--- src/rtl/spi_bus_master.sv ---
// SPI mode-0 initiator: sends a {addr, auto_inc, rd_wrn} command word followed by data words in one ss-low frame.
// Optional abort input and abort reporting on err_o are enabled by defining SPI_MASTER_ABORT_EN.
module spi_bus_master #(
    parameter int ADDR_WIDTH  = 14,
    parameter int DATA_WIDTH  = 16,
    parameter int CLK_DIV     = 4,
    parameter int TURN_CYCLES = 8,
    parameter int LEN_WIDTH   = 8
) (
    input  logic                  clk_i,
    input  logic                  resetn_i,
    input  logic                  req_valid_i,
    output logic                  req_ready_o,
    input  logic [ADDR_WIDTH-1:0] req_addr_i,
    input  logic                  req_rd_i,
    input  logic                  req_burst_i,
    input  logic [LEN_WIDTH-1:0]  req_len_i,
    input  logic [DATA_WIDTH-1:0] wdata_i,
    input  logic                  wdata_valid_i,
    output logic                  wdata_ready_o,
    output logic [DATA_WIDTH-1:0] rdata_o,
    output logic                  rdata_valid_o,
    output logic                  done_o,
    output logic                  err_o,
    output logic                  busy_o,
`ifdef SPI_MASTER_ABORT_EN
    input  logic                  abort_i,
`endif
    output logic                  sck_o,
    output logic                  mosi_o,
    output logic                  ss_o,
    input  logic                  miso_i
);
    localparam int CW  = $clog2(CLK_DIV + TURN_CYCLES + 1);
    localparam int BW  = $clog2(DATA_WIDTH);
    localparam int CNW = LEN_WIDTH + 1;

    typedef enum logic [2:0] {
        IDLE   = 3'd0,
        SETUP  = 3'd1,
        CMD    = 3'd2,
        TURN   = 3'd3,
        WAIT_W = 3'd4,
        DATA   = 3'd5,
        HOLD   = 3'd6,
        GAP    = 3'd7
    } state_e;

    state_e                state_q, state_d;
    logic [CW-1:0]         div_q;
    logic [BW-1:0]         bit_q;
    logic [DATA_WIDTH-1:0] tx_q, rx_q, rdata_q;
    logic [CNW-1:0]        cnt_q;
    logic                  rd_q, sck_q, mosi_q, rd_pend_q, rdata_valid_q;
    logic                  miso_meta_q, miso_sync_q;
    logic                  ss_q, ss_d, busy_q, busy_d, done_q, done_d, err_q, err_d;
    logic                  req_ready_q, req_ready_d, wdata_ready_q, wdata_ready_d;
    logic                  shifting_s, tick_s, turn_done_s, rise_s, fall_s, word_end_s;
    logic                  accept_s, wr_hs_s, last_word_s, abort_s;

    assign shifting_s  = (state_q == CMD) || (state_q == DATA);
    assign tick_s      = (div_q == CW'(CLK_DIV - 1));
    assign turn_done_s = (div_q == CW'(TURN_CYCLES - 1));
    assign rise_s      = shifting_s && tick_s && !sck_q;
    assign fall_s      = shifting_s && tick_s && sck_q;
    assign word_end_s  = fall_s && (bit_q == BW'(DATA_WIDTH - 1));
    assign accept_s    = (state_q == IDLE) && req_valid_i && req_ready_q;
    assign wr_hs_s     = (state_q == WAIT_W) && wdata_valid_i && wdata_ready_q;
    assign last_word_s = (cnt_q == CNW'(1));

`ifdef SPI_MASTER_ABORT_EN
    logic abort_q;
    logic abort_win_s;
    assign abort_win_s = (state_q == CMD) || (state_q == TURN) || (state_q == DATA) || (state_q == WAIT_W);
    assign abort_s     = abort_q || (abort_i && abort_win_s);

    // Sticky abort request; it lives until the frame has returned to IDLE
    always_ff @(posedge clk_i or negedge resetn_i) begin
        if (!resetn_i) begin
            abort_q <= 1'b0;
        end else if (state_q == IDLE) begin
            abort_q <= 1'b0;
        end else if (abort_i && abort_win_s) begin
            abort_q <= 1'b1;
        end
    end
`else
    assign abort_s = 1'b0;
`endif

    // State register
    always_ff @(posedge clk_i or negedge resetn_i) begin
        if (!resetn_i) begin
            state_q <= IDLE;
        end else begin
            state_q <= state_d;
        end
    end

    // Next-state logic; an abort only cuts a frame at a word boundary
    always_comb begin
        state_d = state_q;
        case (state_q)
            IDLE:    if (accept_s) state_d = SETUP; else state_d = IDLE;
            SETUP:   if (tick_s) state_d = CMD; else state_d = SETUP;
            CMD: begin
                if (word_end_s) begin
                    if (abort_s)   state_d = HOLD;
                    else if (rd_q) state_d = TURN;
                    else           state_d = WAIT_W;
                end else begin
                    state_d = CMD;
                end
            end
            TURN: begin
                if (abort_s)          state_d = HOLD;
                else if (turn_done_s) state_d = DATA;
                else                  state_d = TURN;
            end
            WAIT_W: begin
                if (abort_s)      state_d = HOLD;
                else if (wr_hs_s) state_d = DATA;
                else              state_d = WAIT_W;
            end
            DATA: begin
                if (word_end_s) begin
                    if (abort_s || last_word_s) state_d = HOLD;
                    else if (rd_q)              state_d = DATA;
                    else                        state_d = WAIT_W;
                end else begin
                    state_d = DATA;
                end
            end
            HOLD:    if (tick_s) state_d = GAP; else state_d = HOLD;
            GAP:     if (tick_s) state_d = IDLE; else state_d = GAP;
            default: state_d = IDLE;
        endcase
    end

    // Output decode, looking one state ahead so the registered outputs line up with the state
    always_comb begin
        ss_d          = (state_d == IDLE) || (state_d == GAP);
        busy_d        = (state_d != IDLE);
        done_d        = (state_q == GAP) && (state_d == IDLE);
        err_d         = done_d && abort_s;
        req_ready_d   = (state_q == IDLE) && (state_d == IDLE);
        wdata_ready_d = (state_d == WAIT_W);
    end

    // Registered control outputs
    always_ff @(posedge clk_i or negedge resetn_i) begin
        if (!resetn_i) begin
            ss_q          <= 1'b1;
            busy_q        <= 1'b0;
            done_q        <= 1'b0;
            err_q         <= 1'b0;
            req_ready_q   <= 1'b1;
            wdata_ready_q <= 1'b0;
        end else begin
            ss_q          <= ss_d;
            busy_q        <= busy_d;
            done_q        <= done_d;
            err_q         <= err_d;
            req_ready_q   <= req_ready_d;
            wdata_ready_q <= wdata_ready_d;
        end
    end

    // Two-flop synchroniser for the MISO pin
    always_ff @(posedge clk_i or negedge resetn_i) begin
        if (!resetn_i) begin
            miso_meta_q <= 1'b0;
            miso_sync_q <= 1'b0;
        end else begin
            miso_meta_q <= miso_i;
            miso_sync_q <= miso_meta_q;
        end
    end

    // Bit timing, shift registers and word counting
    always_ff @(posedge clk_i or negedge resetn_i) begin
        if (!resetn_i) begin
            div_q         <= {CW{1'b0}};
            bit_q         <= {BW{1'b0}};
            tx_q          <= {DATA_WIDTH{1'b0}};
            rx_q          <= {DATA_WIDTH{1'b0}};
            rdata_q       <= {DATA_WIDTH{1'b0}};
            cnt_q         <= {CNW{1'b0}};
            rd_q          <= 1'b0;
            sck_q         <= 1'b0;
            mosi_q        <= 1'b0;
            rd_pend_q     <= 1'b0;
            rdata_valid_q <= 1'b0;
        end else begin
            if ((state_d != state_q) || (state_q == IDLE) || (state_q == WAIT_W) || (shifting_s && tick_s)) begin
                div_q <= {CW{1'b0}};
            end else begin
                div_q <= div_q + CW'(1);
            end

            if (accept_s) begin
                tx_q  <= {req_addr_i, req_burst_i, req_rd_i};
                rd_q  <= req_rd_i;
                cnt_q <= req_burst_i ? ({1'b0, req_len_i} + CNW'(1)) : CNW'(1);
                bit_q <= {BW{1'b0}};
            end else if (wr_hs_s) begin
                tx_q <= wdata_i;
            end else if (word_end_s) begin
                tx_q  <= {DATA_WIDTH{1'b0}};
                bit_q <= {BW{1'b0}};
                if (state_q == DATA) begin
                    cnt_q <= cnt_q - CNW'(1);
                end
            end else if (fall_s) begin
                tx_q  <= {tx_q[DATA_WIDTH-2:0], 1'b0};
                bit_q <= bit_q + BW'(1);
            end

            // MOSI only moves while SCK is low: at SETUP end, on a write load, or on a falling edge
            if ((state_q == SETUP) && tick_s) begin
                mosi_q <= tx_q[DATA_WIDTH-1];
            end else if (wr_hs_s) begin
                mosi_q <= wdata_i[DATA_WIDTH-1];
            end else if (word_end_s) begin
                mosi_q <= 1'b0;
            end else if (fall_s) begin
                mosi_q <= tx_q[DATA_WIDTH-2];
            end

            if (rise_s) begin
                sck_q <= 1'b1;
                rx_q  <= {rx_q[DATA_WIDTH-2:0], miso_sync_q};
            end else if (fall_s) begin
                sck_q <= 1'b0;
            end

            rd_pend_q     <= rise_s && (state_q == DATA) && rd_q && (bit_q == BW'(DATA_WIDTH - 1));
            rdata_valid_q <= rd_pend_q;
            if (rd_pend_q) begin
                rdata_q <= rx_q;
            end
        end
    end

    assign req_ready_o   = req_ready_q;
    assign wdata_ready_o = wdata_ready_q;
    assign rdata_o       = rdata_q;
    assign rdata_valid_o = rdata_valid_q;
    assign done_o        = done_q;
    assign err_o         = err_q;
    assign busy_o        = busy_q;
    assign sck_o         = sck_q;
    assign mosi_o        = mosi_q;
    assign ss_o          = ss_q;

endmodule

--- config.mk ---
export PLATFORM = sky130hd
export DESIGN_NAME = spi_bus_master
export DESIGN_NICKNAME = d
export VERILOG_FILES = /design/src/rtl/spi_bus_master.sv
export SDC_FILE = /design/constraint.sdc
export NUM_CORES = 1
export LEC_CHECK = 0
export BUFFER_PORTS_ARGS = -buffer_cell sky130_fd_sc_hd__buf_2
export CORE_ASPECT_RATIO = 2
export CORE_MARGIN = 2
export CORE_UTILIZATION = 60
export DETAILED_ROUTE_END_ITERATION = 8
export PLACE_DENSITY = 0.83
export SYNTH_ARGS = -nofsm -noshare
export SYNTH_HDL_FRONTEND = slang
export SYNTH_SLANG_ARGS = --single-unit
--- constraint.sdc ---
create_clock -name clk_i -period 6.55 [get_ports clk_i]
set_input_delay 0.655 -clock clk_i [delete_from_list [all_inputs] [get_ports clk_i]]
set_output_delay 0.655 -clock clk_i [all_outputs]
set_load 0.1 [all_outputs]
==> results.yml, run 1 <==
finish:
  fin_util_pct: 73.0
  drive_gt1_share_pct: 33.3
  fillers: 440
  area_delta_synth_final_pct: 18.8
  nets: 448
  antenna_cells: 0
power_and_ir_drop:
  clkPwrFrac_pct: 36.5
  p_sw_share_pct: 30.4
  vdd_drop_max_mv: 0.280
  p_int_w: 0.00106
  power_frac_seq_pct: 42.5
  p_sw_w: 0.000464
  p_leak_nw: 2.12
  power.density_nw_per_um2: 337
  power_frac_comb_pct: 20.9
critical_path:
  max_stage_delay_ps: 840
  crit_chain: "and3b_1, o211ai_1, nand3b_1, mux2_2"
  slowest_stage: "nand3b_1"
  critPathRequiredTime_ps: 6770
  path_class: "flip-flop to flip-flop"
  path_max_fanout: 30
  cp-start-kind: "flip-flop"
  crit_arrival_ps: 3240
  cp-end-kind: "flip-flop"
drt:
  dr.first_iter.drc_count: 272
  drt.antenna.violating_nets: 0
  viasPerCell: 6.06
  wl_per_cell_um: 16.7
  firstDrtPassIters: 8
  wirelength_um: 8160
  drc: 0
  vias: 2965
grt:
  grt_max_degree: 81
  antenna_found_initial: 0
  grt_overflow_total: 0
  grt_pass1_vias: 2944
  grt_pass1_wl_um: 13700
  grtUsageTotal_pct: 25.8
clocking:
  htree_num_levels: 3
  cts_root_buf: "clkbuf_16"
  clockBufferDepth: 2
  clock-sinks: 80
  cts_resized: 0
  cts_hold_buf: 0
  clk_pin_slew_ps: 60
  clkLatencyLatePin_ps: 340
  numCtsBuffers: 9
  cts_setup_buffers: 0
  cts_tree: "built"
floorplan:
  die-area_um2: 7040
  die_y_um: 117
  coreArea_um2: 6210
  pin_count: 70
  rows: 41
  die_w_um: 60.4
  start_util_pct: 61.4
sta:
  timing.final.crit_share_pct: 46.2
  hold_viol_final: 0
  maxSlewViolCount: 0
  tightestPinTransition_ps: 1170
  max_slew_margin_pct: 21.4
  finClkSkew_ps: 10.6
  finalWorstPathRequiredPeriod_ps: 3020
  tns_ps: 0
  setup_viol: 0
  max_freq_mhz: 331
  rsz0062_at_grt: "no"
synth:
  yosysUniqueCellTypes: 58
  synth_common_cells: "dfrtp_1 (78), mux2_2 (34), nor2_1 (25)"
  synth_edf_count: 0
  ys_seq_elements: 80
  synthCells: 339
  yosysTopAreaCellShare_pct: 51.2
  postSynthNetCount: 389
  yosysMostFrequentCell: "dfrtp_1"
  synth_area_leaders: "dfrtp_1 (51%), mux2_2 (10%), a222oi_1 (3.7%)"
  synth_area_leader_cell: "dfrtp_1"
  ys.flop_type: "dfrtp_1"
  syn_avg_cell_area_um2: 11.2
  ys.warnings.count: 0
  synth_area_um2: 3810
  synth_seq_area_share_pct: 52.6
  async_flop_share_pct: 100
placement:
  gp_congestion: 0.904
  port_buffers: 68
  post-dp-hpwl_um: 5370
min_path:
  holdCritPathClass: "flip-flop to flip-flop"
run_status:
  status: "finished, final reports clean"
run:
  maxCapViolCount: 0
-- logic make-up (layout without fill, tap and decap cells) --
kind of cell	after synthesis	in the layout	share of synthesized area, %
xor gates and xnor gates	17	17	3.91
buffers and inverters	30	94	3.45
other	1	1	0.0984
muxes	37	37	10.8
AOI/OAI and AO/OA	71	71	13.4
adders and majority gates	6	6	1.90
DFF	80	80	52.6
and+or+nand+nor	97	97	13.9
-- path summary, 6_finish.rpt --
kind | depth (start not counted) | start | to | slack [ps]
max reg2reg | 4 | state_q[1] | tx_q[15] | 3530
min | 0 | miso_meta_q | miso_sync_q | 380
min in group asynchronous | 1 | resetn_i | rdata_o[9] | 480
max | 4 | state_q[1] | tx_q[15] | 3530
min reg2reg | 0 | miso_meta_q | miso_sync_q | 380
max in group asynchronous | 1 | resetn_i | cnt_q[8] | 5430
-- area by class of cell --
class | count | area (um2) | area share [%]
Clock buffer | 11 | 253 | 5.58
Multi-Input combinational cell | 229 | 1690 | 37.2
Timing Repair Buffer | 71 | 365 | 8.07
Inverter | 7 | 26.3 | 0.580
Tap cell | 86 | 108 | 2.38
Sequential cell | 80 | 2000 | 44.3
Clock inverter | 5 | 86.3 | 1.91
-- worst max-delay path, delay by kind of cell (launching register included) --
family	cells	cell delay (ps)
AND/OR/NAND/NOR	2	1120
flip-flops	1	670
multiplexers	1	560
AO/OA/AOI/OAI	1	540
-- sequential cells by signal, summed over array words and instances (netlist names) --
name and count:
mosi_o 1, sck_o 1, busy_o 1, rdata_valid_o 1, req_ready_o 1, rd_pend_q 1, tx_q 16, ss_o 1
rdata_o 16, state_q 3, bit_q 4, rx_q 16, rd_q 1, miso_sync_q 1, cnt_q 9, done_o 1
miso_meta_q 1, div_q 4, wdata_ready_o 1
-- power groups by stage --
stage          clock network [W]  logic [W]  registers [W]
2_1_floorplan                  0   0.000218       0.000678
3_3_place_gp                   0   0.000302       0.000652
3_5_place_dp                   0   0.000316       0.000656
4_1_cts                 0.000567   0.000321       0.000650
5_1_grt                 0.000582   0.000352       0.000662
6_report                0.000558   0.000320       0.000650
-- per-stage QoR --
stage                     setup slack [ps]  instance area (um2)  std cells  hold slack (ps)  total power (W)
after floorplan                       4020                 3810        339              331         0.000896
after global placement                3790                 4190        473              337         0.000954
after detailed placement              3600                 4190        473              341         0.000972
after CTS                             3570                 4530        489              381          0.00154
after global routing                  3250                 4530        489              385          0.00160
final                                 3530                 4530        489              376          0.00153
-- metal layers --
metal,track usage (%),vias to the layer above,routed length (um)
met5,0,-,0
met4,11.1,0,249
met3,6.76,23,505
met2,41.4,122,4210
met1,32.4,1455,3200
li1,-,1365,-
-- cells in the final DEF, fill, tap and decap left out, types with 5 or more instances in the layout --
cell type and count:
xnor2_1 8, buf_2 67, inv_1 7, mux2_2 34, a21oi_1 22, o21ai_0 9, nand2_1 17, dfrtp_1 78
nor3_1 5, nor2_1 25, ha_1 5, clkbuf_16 9, a222oi_1 14, nand3_1 14, xor2_1 9
(Power assumes the default switching activity.)
==> run 2, diff against run 1 <==
--- a/config.mk
+++ b/config.mk
@@ -5,12 +5,13 @@
 export SDC_FILE = /design/constraint.sdc
 export NUM_CORES = 1
 export LEC_CHECK = 0
+export ABC_AREA = 1
 export BUFFER_PORTS_ARGS = -buffer_cell sky130_fd_sc_hd__buf_2
 export CORE_ASPECT_RATIO = 2
 export CORE_MARGIN = 2
-export CORE_UTILIZATION = 60
+export CORE_UTILIZATION = 51
 export DETAILED_ROUTE_END_ITERATION = 8
-export PLACE_DENSITY = 0.83
+export PLACE_DENSITY = 0.75
 export SYNTH_ARGS = -nofsm -noshare
 export SYNTH_HDL_FRONTEND = slang
 export SYNTH_SLANG_ARGS = --single-unit
==> constraint.sdc (replaced) <==
create_clock -name clk_i -period 2.6 [get_ports clk_i]
set_input_delay 0.26 -clock clk_i [delete_from_list [all_inputs] [get_ports clk_i]]
set_output_delay 0.26 -clock clk_i [all_outputs]
set_load 0.1 [all_outputs]
==> run 2 against run 1 <==
  * Sequential cell count did not move
  * Hold slack got worse by 350 ps
  * Count of clock-buffer cells in the layout fell by 1
  * Clock power rose by 140%
  * Sequential share of layout area fell by 2.0 points
  * Power rose by 77%
  * Via count rose by 9.3%
  * Critical endpoint is now cnt_q[0]
  * Largest cell class unchanged
==> results.yml, run 2 <==
run_status:
  status: "finished, final reports clean"
critical_path:
  cp-start-kind: "flip-flop"
  crit_chain: "ha_1, nand2_1, nor2_2, nand4_1, nand2_1, o221ai_1, o21ai_0"
  slowest_stage: "nand2_1"
  crit_arrival_ps: 2150
  critPathRequiredTime_ps: 2850
  path_common_cell: "nand2_1"
  path_max_fanout: 16
  max_stage_delay_ps: 430
  cp-end-kind: "flip-flop"
  path_class: "flip-flop to flip-flop"
finish:
  nets: 564
  antenna_cells: 0
  layout_commonest_cell: "nand2_1"
  fillers: 685
  drive_gt1_share_pct: 24.9
  stdcell_count: 615
  mostFrequentLayoutCells: "nand2_1 (82), dfrtp_1 (78), buf_2 (67)"
  area_delta_synth_final_pct: 17.1
sta:
  max_slew_margin_pct: 62.3
  tns_ps: 0
  finalWorstPathRequiredPeriod_ps: 1900
  max_freq_mhz: 527
  timing.final.crit_share_pct: 73.0
  setup_viol: 0
  hold_viol_final: 0
  finClkSkew_ps: 6.16
  tightestPinTransition_ps: 566
  rsz0062_at_grt: "no"
  maxSlewViolCount: 0
synth:
  synth_area_um2: 4050
  synth_seq_area_share_pct: 49.5
  ys_seq_elements: 80
  async_flop_share_pct: 100
  yosysTopAreaCellShare_pct: 48.2
  synth_area_leaders: "dfrtp_1 (48%), nand2_1 (7.6%), nor2_1 (4.9%)"
  postSynthNetCount: 499
  yosysUniqueCellTypes: 44
  syn_avg_cell_area_um2: 9.01
  ys.warnings.count: 0
  synthCells: 449
  synth_common_cells: "nand2_1 (82), dfrtp_1 (78), nor2_1 (53)"
  synth_edf_count: 0
  yosysMostFrequentCell: "nand2_1"
  synth_area_leader_cell: "dfrtp_1"
  ys.flop_type: "dfrtp_1"
grt:
  met3_usage_pct: 4.14
  grtUsageTotal_pct: 21.3
  met2_usage_pct: 33.5
  grt_max_degree: 46
  grt_pass1_vias: 2964
  grt_pass1_wl_um: 13900
  antenna_found_initial: 0
  top_usage_layer: "met2"
  grt_overflow_total: 0
  use_met1_pct: 28.4
power_and_ir_drop:
  p_int_w: 0.00213
  vdd_drop_max_mv: 0.526
  power_frac_seq_pct: 46.4
  p_sw_share_pct: 21.1
  power_frac_comb_pct: 3.3
  p_sw_w: 0.000569
  power.density_nw_per_um2: 570
  p_leak_nw: 2.28
  clkPwrFrac_pct: 50.3
floorplan:
  die_w_um: 67.0
  die-area_um2: 8710
  pin_count: 70
  rows: 46
  coreArea_um2: 7830
  die_y_um: 130
  start_util_pct: 51.7
placement:
  place_inst: 598
  port_buffers: 68
  gp_congestion: 0.860
  post-dp-hpwl_um: 6070
clocking:
  cts_root_buf: "clkbuf_16"
  cts_resized: 0
  htree_num_levels: 3
  clock-sinks: 80
  numCtsBuffers: 9
  clk_pin_slew_ps: 60
  cts_tree: "built"
  clockBufferDepth: 2
  clkLatencyLatePin_ps: 340
drt:
  viasPerCell: 5.27
  wirelength_um: 8510
  vias: 3240
  dr.first_iter.drc_count: 196
  drc: 0
  drt.antenna.violating_nets: 0
  firstDrtPassIters: 4
  wl_per_cell_um: 13.8
run:
  maxCapViolCount: 0
min_path:
  holdCritPathClass: "input port to flip-flop"
==> run 2: cell count changes after synthesis, sizes merged, moves of 13 or more <==
cell	delta
nor2	+35
mux2	-30
inv	+38
nand2	+70
a41oi	+13
nand3	+23
o21ai	+24
a222oi	-14
==> run 2: worst max-delay path: cells and delay by family (launching register included) <==
family / cells / cell delay, ps
flops: 1 / 380
fa+ha+maj: 1 / 180
compound gates: 2 / 300
simple gates: 4 / 960
==> run 2: per-stage QoR <==
| stage | setup WS (ps) | total power, W | util, % | area [um2] | hold WS, ps |
|---|---|---|---|---|---|
| 6_report | 703 | 0.00270 | 60.5 | 4740 | 23.8 |
| 5_1_grt | 506 | 0.00279 | 60.5 | 4740 | 18.1 |
| 4_1_cts | 718 | 0.00272 | 60.5 | 4740 | 19.9 |
| 3_5_place_dp | 744 | 0.00137 | 56.3 | 4410 | 301 |
| 3_3_place_gp | 797 | 0.00136 | 56.3 | 4410 | 294 |
| 2_1_floorplan | 649 | 0.00130 | - | 4050 | -35.6 |
==> run 2: worst paths after layout <==
kind,from,endpoint,slack (ps),cells past startpoint
min in group asynchronous,resetn_i,rdata_o[9],460,2
worst max register to register,bit_q[0],cnt_q[0],700,7
worst min-delay path,miso_i,miso_meta_q,20,1
worst min register to register,miso_meta_q,miso_sync_q,350,0
worst max-delay path,bit_q[0],cnt_q[0],700,7
max in group asynchronous,resetn_i,tx_q[4],1530,3
==> run 2: power groups by stage <==
stage / sequential, W / clock, W / combinational [W]
after floorplan: 0.00128 / 0 / 0.0000208
after global placement: 0.00128 / 0 / 0.0000878
after detailed placement: 0.00128 / 0 / 0.0000895
after CTS: 0.00125 / 0.00138 / 0.0000906
after global routing: 0.00125 / 0.00143 / 0.000101
final: 0.00125 / 0.00136 / 0.0000883
==> run 2: logic make-up after synthesis <==
family	after synthesis	share of synthesized area [%]
AO/OA/AOI/OAI	83	13.4
XOR/XNOR	9	1.95
adder cells (fa/ha/maj)	5	1.55
buffers and inverters	63	7.73
flip-flops	80	49.5
multiplexers	4	1.11
other	1	0.0927
AND/OR/NAND/NOR	204	24.7
==> run 2: layer usage <==
layer / vias to the layer above / share of wire (%)
li1: 1631 / -
met4: 0 / 2.1
met5: - / 0
met2: 81 / 49
met3: 11 / 4.8
met1: 1517 / 44
==> run 2: timing repair <==
item | CTS | global route
hold endpoints to repair | 42 | 0
setup buffers | 0 | 0
hold buffers | 1 | 0
==> run 2: final cells by class <==
type | count | area (um2) | share of cell area, %
inverters | 45 | 176 | 3.72
well taps | 96 | 120 | 2.53
multi-input cells | 306 | 1730 | 36.5
clock buffers | 10 | 229 | 4.83
repair buffers | 72 | 388 | 8.19
clock inverters | 6 | 91.3 | 1.93
flip-flops and latches | 80 | 2000 | 42.3
==> run 3, diff against run 2 <==
==> constraint.sdc (replaced) <==
create_clock -name clk_i -period 1.67 [get_ports clk_i]
set_input_delay 0.167 -clock clk_i [delete_from_list [all_inputs] [get_ports clk_i]]
set_output_delay 0.167 -clock clk_i [all_outputs]
set_load 0.1 [all_outputs]
==> run 3 against run 2 <==
  * The flow now finishes with violations (negative setup slack)
  * Sequential share of layout area fell by 4.3 points
  * Clock power increased by 47%
  * Setup slack got worse by 740 ps
  * Non-clock buffer count is 47 higher
  * Final area is 12% higher
  * Critical path type unchanged
  * Largest cell class unchanged
==> results.yml, run 3 (same netlist as run 2, synthesis figures left out) <==
run_status:
  status: "finished, violations left"
  violations: "negative setup slack"
power_and_ir_drop:
  power.density_nw_per_um2: 772
  vdd_drop_max_mv: 0.633
  power_frac_seq_pct: 47.7
  p_sw_w: 0.000913
  power_frac_comb_pct: 3.5
  p_int_w: 0.00318
  p_sw_share_pct: 22.3
  clkPwrFrac_pct: 48.8
  p_leak_nw: 2.55
finish:
  antenna_cells: 0
  area_delta_synth_final_pct: 31.0
  layout_commonest_cell: "nand2_1"
  fin_util_pct: 67.7
  nets: 612
  drive_gt1_share_pct: 34.6
  fillers: 625
  regArea_um2: 2010
  multi_input_area_um2: 1840
  mostFrequentLayoutCells: "nand2_1 (79), dfrtp_1 (73), buf_2 (67)"
  stdcell_count: 663
drt:
  viasPerCell: 5.24
  dr.first_iter.drc_count: 189
  firstDrtPassIters: 4
  drc: 0
  vias: 3474
  wirelength_um: 9240
  drt.antenna.violating_nets: 0
  wl_per_cell_um: 13.9
min_path:
  holdCritPathClass: "input port to flip-flop"
  hp-start: "wdata_i[0]"
clocking:
  clkLatencyLatePin_ps: 340
  clock-sinks: 80
  clockBufferDepth: 2
  numCtsBuffers: 9
  htree_num_levels: 3
  cts_tree: "built"
  cts_root_buf: "clkbuf_16"
  clk_pin_slew_ps: 60
floorplan:
  rows: 46
  die_w_um: 67.0
  start_util_pct: 51.7
  die_y_um: 130
  coreArea_um2: 7830
  pin_count: 70
  die-area_um2: 8710
grt:
  antenna_found_initial: 0
  grt_pass1_wl_um: 14200
  grt_max_degree: 39
  grt_overflow_total: 0
  grt_pass1_vias: 3142
  grtUsageTotal_pct: 21.3
critical_path:
  r2r_start: "bit_q[1]"
  reg2reg_slack_ps: -40
  path_max_fanout: 5
  path_class: "flip-flop to flip-flop"
  cp-end-kind: "flip-flop"
  critPathRequiredTime_ps: 1890
  cp-start-kind: "flip-flop"
  crit_start: "bit_q[1]"
  crit_arrival_ps: 1940
sta:
  tightestPinTransition_ps: 503
  setup_viol: 4
  maxSlewViolCount: 0
  rsz0062_at_grt: "yes"
  finClkSkew_ps: 6.96
  hold_viol_final: 0
  timing.final.crit_share_pct: 102
  max_freq_mhz: 585
  tns_ps: -126
  fin_ws_ps: -40.9
  finalWorstPathRequiredPeriod_ps: 1710
  max_slew_margin_pct: 66.5
placement:
  port_buffers: 68
  gp_congestion: 0.901
  place_inst: 623
  post-dp-hpwl_um: 6320
  dp_slack_ps: -11.2
run:
  maxCapViolCount: 0
==> run 3: per-stage QoR <==
| stage | hold slack [ps] | total power [W] | area [um2] |
|---|---|---|---|
| after floorplan | -129 | 0.00202 | 4070 |
| after global placement | 172 | 0.00213 | 4640 |
| after detailed placement | 174 | 0.00213 | 4640 |
| after CTS | 53.5 | 0.00411 | 4970 |
| after global routing | 68.8 | 0.00423 | 5300 |
| final | 53.0 | 0.00409 | 5300 |
==> run 3: area by class of cell <==
type | instances | share of cell area (%)
Sequential cell | 80 | 38.0
Multi-Input combinational cell | 307 | 34.8
Timing Repair Buffer | 119 | 15.5
Clock buffer | 9 | 4.25
Inverter | 45 | 3.71
Tap cell | 96 | 2.27
Clock inverter | 7 | 1.49
==> run 3: power groups by stage <==
stage / combinational, W / sequential, W / clock [W]
floorplan: 0.0000323 / 0.00199 / 0
global placement: 0.000139 / 0.00199 / 0
detailed placement: 0.000141 / 0.00199 / 0
CTS: 0.000145 / 0.00195 / 0.00202
global route: 0.000165 / 0.00195 / 0.00211
finish: 0.000142 / 0.00195 / 0.00200
==> run 3: critical path, cell delays in order (launching register included) <==
cell	delay [ps]
dfrtp_1	360
ha_2	200
nand2_2	70
nor2_4	180
nand4_4	150
o21ai_4	220
nand4_1	230
nand3_4	140
nor2_1	50
==> run 3: final timing paths <==
kind,end,cells past startpoint
max,div_q[3],8
min,tx_q[0],3
max reg2reg,div_q[3],8
min reg2reg,miso_sync_q,0
max in group asynchronous,mosi_o,3
min in group asynchronous,rdata_valid_o,2
==> run 3: timing repair <==
| action | CTS | global route |
|---|---|---|
| buffers inserted | 1 | 18 |
| hold buffers | 2 | 0 |
| endpoints found under the hold margin | 34 | 0 |
| pin swaps | 2 | 16 |
| gates resized for setup | 2 | 30 |
| cloned | 0 | 3 |
| setup endpoints to repair | 13 | 36 |
==> run 3: layer usage <==
layer / global-route usage (%) / routed length (um)
met4: 8.52 / 206
met5: 0 / 0
met2: 34.7 / 4730
met3: 5.00 / 429
met1: 27.3 / 3870
